===== config.mk =====
export PLATFORM = sky130hd
export DESIGN_NAME = nand_processor_w_flat
export DESIGN_NICKNAME = d
export VERILOG_FILES = /design/src/rtl/nand_proc_pkg.sv /design/src/rtl/nand_processor_w_if.sv /design/src/rtl/nand_prog_loader.sv /design/src/rtl/nand_processor_w.sv /design/src/flat_wrapper.sv
export SDC_FILE = /design/constraint.sdc
export NUM_CORES = 2
export LEC_CHECK = 0
export ABC_AREA = 1
export BUFFER_PORTS_ARGS = -buffer_cell sky130_fd_sc_hd__buf_2
export CAP_MARGIN = 20
export CORE_MARGIN = 2
export CORE_UTILIZATION = 65
export CTS_BUF_LIST = sky130_fd_sc_hd__clkbuf_2
export CTS_CLUSTER_DIAMETER = 80
export DETAILED_ROUTE_END_ITERATION = 8
export PLACE_DENSITY_LB_ADDON = 0.25
export SLEW_MARGIN = 15
export SYNTH_ARGS = -nofsm -noshare
export SYNTH_HDL_FRONTEND = slang
export SYNTH_SLANG_ARGS = --single-unit

===== constraint.sdc =====
create_clock -name clk -period 5.4 [get_ports clk]
set_input_delay 0.27 -clock clk [delete_from_list [all_inputs] [get_ports clk]]
set_output_delay 0.27 -clock clk [all_outputs]
set_load 0.1 [all_outputs]

===== src/rtl/nand_proc_pkg.sv =====
// Shared definitions for the parametrised NAND/branch processor: state encoding,
// instruction field positions and register-map bases.
package nand_proc_pkg;

  typedef enum logic [1:0] {
    IDLE,
    LOADING,
    RUN,
    HALT
  } state_t;

  localparam int OPC_BIT    = 0;
  localparam int FIELD_LSB  = 1;
  localparam int CONST_ADDR = 0;
  localparam int IN_BASE    = 1;

  function automatic int instr_w(input int reg_aw);
    return 1 + 3 * reg_aw;
  endfunction

  function automatic int mag_w(input int reg_aw);
    return 2 * reg_aw - 1;
  endfunction

  // NAND form: srcA at FIELD_LSB, srcB and dst follow in REG_AW-wide slots
  function automatic int src_b_lsb(input int reg_aw);
    return FIELD_LSB + reg_aw;
  endfunction

  function automatic int dst_lsb(input int reg_aw);
    return FIELD_LSB + 2 * reg_aw;
  endfunction

  // Branch form: cond at FIELD_LSB, then the direction bit, then the magnitude
  function automatic int dir_bit(input int reg_aw);
    return FIELD_LSB + reg_aw;
  endfunction

  function automatic int mag_lsb(input int reg_aw);
    return FIELD_LSB + reg_aw + 1;
  endfunction

  function automatic int out_base(input int num_in);
    return IN_BASE + num_in;
  endfunction

  function automatic int int_base(input int num_in, input int num_out);
    return IN_BASE + num_in + num_out;
  endfunction

endpackage


===== src/rtl/nand_processor_w_if.sv =====
// Program-load and register I/O bundle of the NAND processor; the core is the slave.
interface nand_processor_w_if #(
  parameter int DATA_W  = 4,
  parameter int NUM_IN  = 2,
  parameter int NUM_OUT = 7,
  parameter int PC_W    = 8
);
  logic                        load_en;
  logic                        load_bit;
  logic [NUM_IN*DATA_W-1:0]    in_data;
  logic [NUM_OUT*DATA_W-1:0]   out_data;
  logic [PC_W-1:0]             pc;
  logic                        running;
  logic                        halted;
  logic                        load_overflow;

  modport master (
    output load_en, load_bit, in_data,
    input  out_data, pc, running, halted, load_overflow
  );

  modport slave (
    input  load_en, load_bit, in_data,
    output out_data, pc, running, halted, load_overflow
  );
endinterface


===== src/rtl/nand_prog_loader.sv =====
// Serial program loader: assembles LSB-first instruction words, commits each complete
// word to instruction memory, and tracks program length and overflow.
module nand_prog_loader #(
  parameter int INSTR_W = 13,
  parameter int PC_W    = 8
) (
  input  logic               clk,
  input  logic               reset,
  input  logic               start,
  input  logic               shift_en,
  input  logic               load_bit,
  output logic               mem_we,
  output logic [PC_W-1:0]    mem_waddr,
  output logic [INSTR_W-1:0] mem_wdata,
  output logic [PC_W:0]      prog_len,
  output logic               load_overflow
);
  localparam int                BIT_CW   = $clog2(INSTR_W);
  localparam logic [PC_W:0]     DEPTH    = (PC_W+1)'(2**PC_W);
  localparam logic [PC_W:0]     WORD_ONE = (PC_W+1)'(1);
  localparam logic [BIT_CW-1:0] LAST_BIT = BIT_CW'(INSTR_W-1);
  localparam logic [BIT_CW-1:0] BIT_ONE  = BIT_CW'(1);

  logic [BIT_CW-1:0]  bit_cnt_reg;
  logic [PC_W:0]      word_cnt_reg;
  logic [PC_W:0]      prog_len_reg;
  logic [INSTR_W-2:0] shift_reg;
  logic               overflow_reg;
  logic               mem_full;
  logic               last_bit;

  assign mem_full      = (word_cnt_reg == DEPTH);
  assign last_bit      = (bit_cnt_reg == LAST_BIT);
  // The final bit goes straight into the write data, so the word commits on its own edge
  assign mem_we        = shift_en && !mem_full && last_bit;
  assign mem_waddr     = word_cnt_reg[PC_W-1:0];
  assign mem_wdata     = {load_bit, shift_reg};
  assign prog_len      = prog_len_reg;
  assign load_overflow = overflow_reg;

  always_ff @(posedge clk) begin
    if (reset || start) begin
      bit_cnt_reg  <= '0;
      word_cnt_reg <= '0;
      prog_len_reg <= '0;
      overflow_reg <= 1'b0;
    end else if (shift_en) begin
      if (mem_full) begin
        overflow_reg <= 1'b1;
      end else if (last_bit) begin
        bit_cnt_reg  <= '0;
        word_cnt_reg <= word_cnt_reg + WORD_ONE;
        prog_len_reg <= word_cnt_reg + WORD_ONE;
      end else begin
        shift_reg[bit_cnt_reg] <= load_bit;
        bit_cnt_reg            <= bit_cnt_reg + BIT_ONE;
      end
    end
  end

endmodule


===== src/rtl/nand_processor_w.sv =====
// DATA_W-bit NAND/branch processor with serially loaded instruction memory,
// linear register map (constant, inputs, outputs, internals) and registered outputs.
module nand_processor_w
  import nand_proc_pkg::*;
#(
  parameter int DATA_W  = 4,
  parameter int NUM_IN  = 2,
  parameter int NUM_OUT = 7,
  parameter int NUM_INT = 6,
  parameter int REG_AW  = 4,
  parameter int PC_W    = 8
) (
  input  logic clk,
  input  logic reset,
  nand_processor_w_if.slave bus
);
  localparam int INSTR_W  = instr_w(REG_AW);
  localparam int MAG_W    = mag_w(REG_AW);
  localparam int NUM_REGS = 2**REG_AW;
  localparam int OUT_BASE = out_base(NUM_IN);
  localparam int INT_BASE = int_base(NUM_IN, NUM_OUT);
  localparam logic [PC_W-1:0] PC_ONE = PC_W'(1);

  state_t               state_reg, state_next;
  logic [PC_W-1:0]      pc_reg, pc_next;
  logic [INSTR_W-1:0]   imem [2**PC_W];
  logic [INSTR_W-1:0]   instr_reg;
  logic [DATA_W-1:0]    out_reg [NUM_OUT];
  logic [DATA_W-1:0]    int_reg [NUM_INT];
  logic [DATA_W-1:0]    rf_view [NUM_REGS];
  logic [NUM_OUT-1:0]   out_we;
  logic [NUM_INT-1:0]   int_we;

  logic                 mem_we;
  logic [PC_W-1:0]      mem_waddr;
  logic [INSTR_W-1:0]   mem_wdata;
  logic [PC_W:0]        prog_len;
  logic                 load_start;
  logic                 load_shift;
  logic                 wr_en;

  logic                 is_nand;
  logic [REG_AW-1:0]    src_a, src_b, dst, cond;
  logic                 dir;
  logic [MAG_W-1:0]     mag;
  logic [PC_W-1:0]      mag_pc;
  logic [DATA_W-1:0]    nand_res;
  logic [DATA_W-1:0]    cond_val;

  assign is_nand  = instr_reg[OPC_BIT];
  assign src_a    = instr_reg[FIELD_LSB +: REG_AW];
  assign src_b    = instr_reg[src_b_lsb(REG_AW) +: REG_AW];
  assign dst      = instr_reg[dst_lsb(REG_AW) +: REG_AW];
  assign cond     = instr_reg[FIELD_LSB +: REG_AW];
  assign dir      = instr_reg[dir_bit(REG_AW)];
  assign mag      = instr_reg[mag_lsb(REG_AW) +: MAG_W];
  // Branch arithmetic is modulo 2**PC_W, so the magnitude is folded to PC width
  assign mag_pc   = PC_W'(mag);
  assign nand_res = ~(rf_view[src_a] & rf_view[src_b]);
  assign cond_val = rf_view[cond];

  for (genvar gi = 0; gi < NUM_REGS; gi++) begin : g_view
    if (gi == CONST_ADDR) begin : g_const
      assign rf_view[gi] = '1;
    end else if (gi < OUT_BASE) begin : g_in
      assign rf_view[gi] = bus.in_data[(gi-IN_BASE)*DATA_W +: DATA_W];
    end else if (gi < INT_BASE) begin : g_out
      assign rf_view[gi] = out_reg[gi-OUT_BASE];
    end else if (gi < INT_BASE + NUM_INT) begin : g_int
      assign rf_view[gi] = int_reg[gi-INT_BASE];
    end else begin : g_unmapped
      assign rf_view[gi] = '0;
    end
  end

  for (genvar gi = 0; gi < NUM_OUT; gi++) begin : g_out_we
    assign out_we[gi] = wr_en && (dst == REG_AW'(OUT_BASE + gi));
    assign bus.out_data[gi*DATA_W +: DATA_W] = out_reg[gi];
  end

  for (genvar gi = 0; gi < NUM_INT; gi++) begin : g_int_we
    assign int_we[gi] = wr_en && (dst == REG_AW'(INT_BASE + gi));
  end

  always_comb begin
    state_next = state_reg;
    pc_next    = pc_reg;
    wr_en      = 1'b0;
    load_start = 1'b0;
    case (state_reg)
      IDLE, HALT: begin
        if (bus.load_en) begin
          state_next = LOADING;
          load_start = 1'b1;
        end
      end
      LOADING: begin
        if (!bus.load_en) begin
          state_next = RUN;
          pc_next    = '0;
        end
      end
      RUN: begin
        if (bus.load_en) begin
          state_next = LOADING;
          load_start = 1'b1;
        end else if ({1'b0, pc_reg} >= prog_len) begin
          state_next = HALT;
        end else if (is_nand) begin
          wr_en   = 1'b1;
          pc_next = pc_reg + PC_ONE;
        end else if (cond_val == '0) begin
          pc_next = pc_reg + PC_ONE;
        end else if (mag == '0) begin
          state_next = HALT;
        end else if (dir) begin
          pc_next = pc_reg - mag_pc;
        end else begin
          pc_next = pc_reg + mag_pc;
        end
      end
      default: state_next = IDLE;
    endcase
  end

  assign load_shift = (state_reg == LOADING) && bus.load_en;

  always_ff @(posedge clk) begin
    if (reset) begin
      state_reg <= IDLE;
      pc_reg    <= '0;
    end else begin
      state_reg <= state_next;
      pc_reg    <= pc_next;
    end
  end

  // Reading at pc_next keeps the registered fetch aligned with the current pc
  always_ff @(posedge clk) begin
    if (mem_we) begin
      imem[mem_waddr] <= mem_wdata;
    end
    instr_reg <= imem[pc_next];
  end

  always_ff @(posedge clk) begin
    if (reset) begin
      for (int i = 0; i < NUM_OUT; i++) out_reg[i] <= '0;
      for (int i = 0; i < NUM_INT; i++) int_reg[i] <= '0;
    end else begin
      for (int i = 0; i < NUM_OUT; i++) if (out_we[i]) out_reg[i] <= nand_res;
      for (int i = 0; i < NUM_INT; i++) if (int_we[i]) int_reg[i] <= nand_res;
    end
  end

  nand_prog_loader #(
    .INSTR_W (INSTR_W),
    .PC_W    (PC_W)
  ) u_loader (
    .clk           (clk),
    .reset         (reset),
    .start         (load_start),
    .shift_en      (load_shift),
    .load_bit      (bus.load_bit),
    .mem_we        (mem_we),
    .mem_waddr     (mem_waddr),
    .mem_wdata     (mem_wdata),
    .prog_len      (prog_len),
    .load_overflow (bus.load_overflow)
  );

  assign bus.pc      = pc_reg;
  assign bus.running = (state_reg == RUN);
  assign bus.halted  = (state_reg == HALT);

endmodule


===== src/flat_wrapper.sv =====
// flat-port wrapper written by rule: the top's interface ports become plain ports
module nand_processor_w_flat import nand_proc_pkg::*;
#(
  parameter int DATA_W  = 4,
  parameter int NUM_IN  = 2,
  parameter int NUM_OUT = 7,
  parameter int NUM_INT = 6,
  parameter int REG_AW  = 4,
  parameter int PC_W    = 8
)
  (clk, reset, bus_load_en, bus_load_bit, bus_in_data, bus_out_data, bus_pc, bus_running, bus_halted, bus_load_overflow);
  nand_processor_w_if #(.DATA_W(DATA_W), .NUM_IN(NUM_IN), .NUM_OUT(NUM_OUT), .PC_W(PC_W)) bus_i ();
  input  logic clk;
  input  logic reset;
  input wire logic [$bits(bus_i.load_en)-1:0] bus_load_en;
  input wire logic [$bits(bus_i.load_bit)-1:0] bus_load_bit;
  input wire logic [$bits(bus_i.in_data)-1:0] bus_in_data;
  output wire logic [$bits(bus_i.out_data)-1:0] bus_out_data;
  output wire logic [$bits(bus_i.pc)-1:0] bus_pc;
  output wire logic [$bits(bus_i.running)-1:0] bus_running;
  output wire logic [$bits(bus_i.halted)-1:0] bus_halted;
  output wire logic [$bits(bus_i.load_overflow)-1:0] bus_load_overflow;
  assign bus_i.load_en = bus_load_en;
  assign bus_i.load_bit = bus_load_bit;
  assign bus_i.in_data = bus_in_data;
  assign bus_out_data = bus_i.out_data;
  assign bus_pc = bus_i.pc;
  assign bus_running = bus_i.running;
  assign bus_halted = bus_i.halted;
  assign bus_load_overflow = bus_i.load_overflow;
  nand_processor_w #(.DATA_W(DATA_W), .NUM_IN(NUM_IN), .NUM_OUT(NUM_OUT), .NUM_INT(NUM_INT), .REG_AW(REG_AW), .PC_W(PC_W)) u_core (.clk(clk), .reset(reset), .bus(bus_i));
endmodule

* Word level (Yosys, flattened, before mapping) *
Memory sizes are Yosys's and may differ from the RTL's. A register that Yosys moved wholly into a read port is not among the register bits.
Index checks and enable logic that the tools add are counted.

word-level totals
  memories = 3
  ROM bits = 0
  register bits = 36
  bits in latches = 0
  bits in writable memories = 3380
  bits of input ports = 12

cells by class
  reductions and logical operators = 29
  multiplexer cells = 88
  $lt $le $gt $ge = 5
  $mul = 0
  add/sub/neg operators = 5
  equality and inequality tests = 23
  bitwise operators = 20
  shift-type cells = 0
  div/mod/pow operators = 0

memory list
  memory          depth  bits a word  rd ports  clocked after Yosys merged registers in  wr ports  RTL line                source
  u_core.imem     256    13           1         1                                        1         nand_processor_w.sv:26  logic [INSTR_W-1:0] imem [2**PC_W];
  u_core.out_reg  7      4            7         0                                        7         nand_processor_w.sv:28  logic [DATA_W-1:0] out_reg [NUM_OUT];
  u_core.int_reg  6      4            6         0                                        6         nand_processor_w.sv:29  logic [DATA_W-1:0] int_reg [NUM_INT];

operators with widths
  cell                 number
  $mux 4               18
  $mux 8               7
  $mux 1               50
  $eq 4x4->1 const B   9
  $bmux 4 s4           2
  $logic_and 1x1->1    17
  $eq 4x3->1 const B   4
  $pmux 8 s2           1
  $mux 2               7
  $or 1x1->1           13
  $bwmux 12            1
  $ge 5x5->1 const B   2
  $not 4->5            2
  $add 9x1->9 const B  1
  $eq 9x9->1 const B   1
  $ge 8x9->1           1
  $add 8x1->8 const B  1
  $add 8x7->8          1
  $sub 8x7->8          1
  $logic_not 7->1      1
  $pmux 2 s3           1
  $lt 4x5->1 const B   1
  $reduce_and 5->1     1
  $add 4x1->4 const B  1
  other kinds (21)     26

* Logic depth before layout (Yosys ltp) *
  depth in word-level cells = 10
  gate-level depth with buffers = 31
  gate-level depth less buffers = 28

* Hierarchy *
From an unflattened synthesis, not the netlist that was laid out.

unflattened totals
  cell total of the unflattened synthesis = 13711
  area total of the unflattened synthesis = 147619.1 um^2

modules (own cells, without submodules)
  module            area each (um^2)  instances  cells an instance  seq. area each (um^2)
  nand_processor_w  146242.8          1          13534              101957.8
  nand_prog_loader  1376.3            1          177                640.6

* Worst setup path after synthesis *
Ideal clock, no wire load.

  path kind = reg-to-reg
  from = reg u_core.u_loader.shift_reg[0]
  to = mem u_core.imem[0][0], data pin
  path buffers = 0
  slack = 1354 ps
  data required time = 4583 ps
  arrival time = 3228 ps
  cell stages (with the launch flop) = 1
  setup time = 817 ps
  cell sequence = edfxtp_1

RTL lines
  item                              RTL line                source
  start: declaration                nand_prog_loader.sv:27  logic [INSTR_W-2:0] shift_reg;
  start signal: indexed assignment  nand_prog_loader.sv:55  shift_reg[bit_cnt_reg] <= load_bit;
  end: declaration                  nand_processor_w.sv:26

Straight into the memory's write port.

* Worst setup path after layout *
  from = reg u_core.u_loader.prog_len_reg[2], in the netlist u_core.u_loader.prog_len[2]
  to = reg u_core.instr_reg[0] (read register of u_core.imem)

between the ends
  cells in the longest elaborated chain, start to end = 4

RTL lines
  item                      RTL line                 source
  start: declaration        nand_prog_loader.sv:26   logic [PC_W:0] prog_len_reg;
  start signal: assignment  nand_prog_loader.sv:53   prog_len_reg <= word_cnt_reg + WORD_ONE;
  $ge 8x9->1                nand_processor_w.sv:107  end else if ({1'b0, pc_reg} >= prog_len) begin
  $mux 8                    nand_processor_w.sv:107
  $mux 8                    nand_processor_w.sv:104  if (bus.load_en) begin
  $pmux 8 s2                nand_processor_w.sv:90   case (state_reg)
  end: declaration          nand_processor_w.sv:27   logic [INSTR_W-1:0] instr_reg;

Every way passes these cells.
A chain may end at the register's enable or synchronous reset.

==> flow_summary.yaml <==
run_status:
  status: "complete, no violations"
synthesis:
  synth_top_area_share: 0.6934
  synthFlopType: "edfxtp_1"
  syn_area_sq_um: 146900
  synthDistinctLibCells: 42
  async_flop_share: 0
  synthTopCellsByArea: "edfxtp_1, nand2_1, nand3_1"
  synth_fp_nets: 13478
  yosys.area.top_type: "edfxtp_1"
  synth_most_common_cell: "nand2_1"
  yosysSeqAreaShare: 0.6984
  synth_common_cells: "nand2_1, edfxtp_1, nand3_1"
  ys_warn_count: 0
  synth_edf_count: 3392
  syn_avg_cell_area_sq_um: 10.93
  synth_seq_cells: 3429
  synthCells: 13436
clock_network:
  clock_sinks: 3429
  numCtsBuffers: 820
  root_buffer: "clkbuf_2"
  cts_tree: "done"
  cts_buffer_depth: 4
  insertion_delay_ns: 2.13
  clkTransAtPathRegs_ns: 0.10
  htreeDepth: 6
pwr:
  power_mw: 45.51
  ir_drop_uv: 264.1
  power_density_nw_per_um2: 286.4
  leakagePower_nw: 61.86
timing:
  period_share: 0.9842
  slew_headroom: 0.05883
  tightest_slew_ns: 1.412
  setup_viol: 0
  maxSlewViolCount: 0
  finalCriticalPeriod_ns: 5.315
  rsz0062_at_grt: "yes"
  fin_setup_tns_ns: 0
  fmax_mhz: 188.2
  fin_skew_ns: 0.2002
  hold_viol: 0
  fin_hold_ws_ns: 0.1169
detailed_routing:
  drt-total-wl_um: 416200
  drc_errors: 0
  drt_iter0_markers: 15758
  ant_nets: 0
  vias_per_cell: 6.056
  dr.pass1.iters: 8
  avgRoutedWirePerCell_um: 23.69
  vias: 106396
floorplan:
  core_sq_um: 224700
  die-area_sq_um: 229800
  die_y_um: 479.4
  start_util: 0.6538
  num_io_pins: 51
  row_count: 174
  die_w_um: 479.4
setup_path:
  crit_arrival_ns: 7.24
  crit_required_ns: 7.32
  slowest_delay_ns: 0.48
  crit_path_frequent_cell: "nand3_1"
  reg2reg_from: "u_core.u_loader.prog_len[2]$_SDFFE_PP0P_"
  r2r_setup_slack_ns: 0.09
  worst_r2r_path_depth: 22
  worstReg2RegEnd: "u_core.instr_reg[0]$_DFF_P_"
  crit_path_end_kind: "flip-flop"
  cp_max_fo: 109
  worstSetupStartpointType: "flip-flop"
  cp_cell_sequence: "clkinv_1 -> ha_1 -> a21oi_1 -> o21ai_0 -> nand2_1 -> and2_1 -> nand4_1 -> inv_1 -> nand3_1 -> nand2_1 -> nand2_1 -> nand2_4 -> inv_8 -> buf_16 -> nand2_1 -> nand3_1 -> nand3_1 -> nand3_1 -> nand3_1 -> nand3_1 -> nand3_1 -> nand2_1"
  crit_type: "flip-flop to flip-flop"
  crit_slowest_cell: "dfxtp_1"
placed_design:
  hpwlAfterDp_um: 232000
  port_buffers: 50
  gp_congestion: 0.9195
  numPlacedInstances: 16091
min_path:
  hold_path_end: "u_core.instr_reg[8]$_DFF_P_"
  hp-class: "primary input to flip-flop"
  hp-start: "bus_in_data[6]"
  hold_path_depth: 18
global_routing:
  grt_max_degree: 181
  grt_pass1_wl_um: 616900
  grt_pass1_vias: 102054
  grt_use_total: 0.3587
  antenna_found_initial: 13
  gr-total-overflow: 0
final_layout:
  syn_to_final_growth_pct: 8.189
  nNetsFinal: 14008
  drive_gt1_frac: 0.1247
  largest_reg_flops: 3328
  finalNonFillerCells: 17569
job:
  drv_cap: 0
==> where the power goes <==
group          leakage [nW]  internal (mW)  switching, mW
Clock                  5.43           6.08           10.1
Combinational          25.6         0.0814          0.342
Sequential             30.8           28.8         0.0245
==> cells by family (layout without fill, tap and decap cells) <==
| group | after synthesis | in the layout | synth area share |
|---|---|---|---|
| AND/OR/NAND/NOR | 8142 | 8142 | 0.2385 |
| flip-flops | 3429 | 3429 | 0.6984 |
| buffers and inverters | 1542 | 2672 | 0.04693 |
| AO/OA/AOI/OAI | 282 | 282 | 0.01286 |
| adder cells (fa/ha/maj) | 30 | 30 | 0.002606 |
| XOR/XNOR | 11 | 11 | 0.0006559 |
| other | 0 | 11 | 0 |
==> layout make-up <==
type,count,area [sq um]
antenna,11,27.53
clock buffer,1180,5906
clock inverter,242,1116
fill,16126,65740
inverter,687,2628
multi-input combinational,8465,37610
sequential,3429,102600
tap,2992,3744
timing repair buffer,563,5304
==> routing by layer <==
layer,part of all wire,track usage,wire length [um],vias to the layer above
li1,-,-,-,47491
met1,0.37,0.4891,153300,50679
met2,0.46,0.5431,190400,7200
met3,0.12,0.08597,51920,1016
met4,0.049,0.1854,20450,10
met5,0.00019,0,78,-
==> how the worst max path moves through the flow <==
stage                                                         from                           end  slack, ns  cells past startpoint
after floorplan             u_core.u_loader.shift_reg[0]$_DFFE_PP_   u_core.imem[0][0]$_DFFE_PP_       1.35                      0
after global placement                 u_core.instr_reg[3]$_DFF_P_  u_core.instr_reg[10]$_DFF_P_       0.28                     26
after detailed placement  u_core.u_loader.prog_len[2]$_SDFFE_PP0P_  u_core.instr_reg[10]$_DFF_P_       0.26                     24
after CTS                              u_core.instr_reg[7]$_DFF_P_   u_core.instr_reg[2]$_DFF_P_       0.22                     23
after global routing      u_core.u_loader.prog_len[2]$_SDFFE_PP0P_   u_core.instr_reg[0]$_DFF_P_     -0.004                     22
final                     u_core.u_loader.prog_len[2]$_SDFFE_PP0P_   u_core.instr_reg[0]$_DFF_P_       0.09                     22
==> metrics by stage <==
step / setup slack (ns) / util / cell area, sq um
after CTS: 0.2196 / 0.7064 / 158700
after floorplan: 1.354 / - / 146900
final: 0.08510 / 0.7074 / 158900
after global routing: -0.003722 / 0.7073 / 158900
after global placement: 0.2803 / 0.6732 / 151300
after detailed placement: 0.2583 / 0.6735 / 151300
==> worst max-delay path: cells and delay by family (launching register included) <==
kind	cells	cell delay, ns
flip-flops	1	0.48
buffers and inverters	4	1.36
AND/OR/NAND/NOR	15	2.54
adder cells (fa/ha/maj)	1	0.43
AO/OA/AOI/OAI	2	0.23
==> placed cells by master, fill, tap and decap left out, types with 5 or more instances in the layout <==
| cell type | instances |
|---|---|
| inv_2 | 19 |
| dlygate4sd3_1 | 33 |
| a21oi_1 | 32 |
| xor2_1 | 9 |
| nor2_2 | 14 |
| nand2_1 | 5021 |
| nand3_2 | 9 |
| inv_1 | 672 |
| dfxtp_1 | 37 |
| clkinvlp_4 | 6 |
| o211ai_1 | 166 |
| nor2_1 | 358 |
| nand3_1 | 2277 |
| diode_2 | 11 |
| edfxtp_1 | 3392 |
| bufinv_16 | 5 |
| clkinv_2 | 15 |
| clkbuf_2 | 1180 |
| nand4_1 | 5 |
| o21ai_0 | 55 |
| nand2_2 | 9 |
| clkinv_1 | 200 |
| nand3b_1 | 408 |
| buf_4 | 391 |
| nor3_1 | 27 |
| buf_2 | 49 |
| ha_1 | 29 |
| o22ai_1 | 6 |
| buf_12 | 83 |
==> what timing repair did <==
action / 4_1_cts / 5_1_grt
setup endpoints to repair: 0 / 12
gates resized for setup: 0 / 6
endpoints found under the hold margin: 2769 / 0
setup buffers: 0 / 5
hold buffers: 34 / 0
Note: power is estimated with default switching activity, not from simulation.
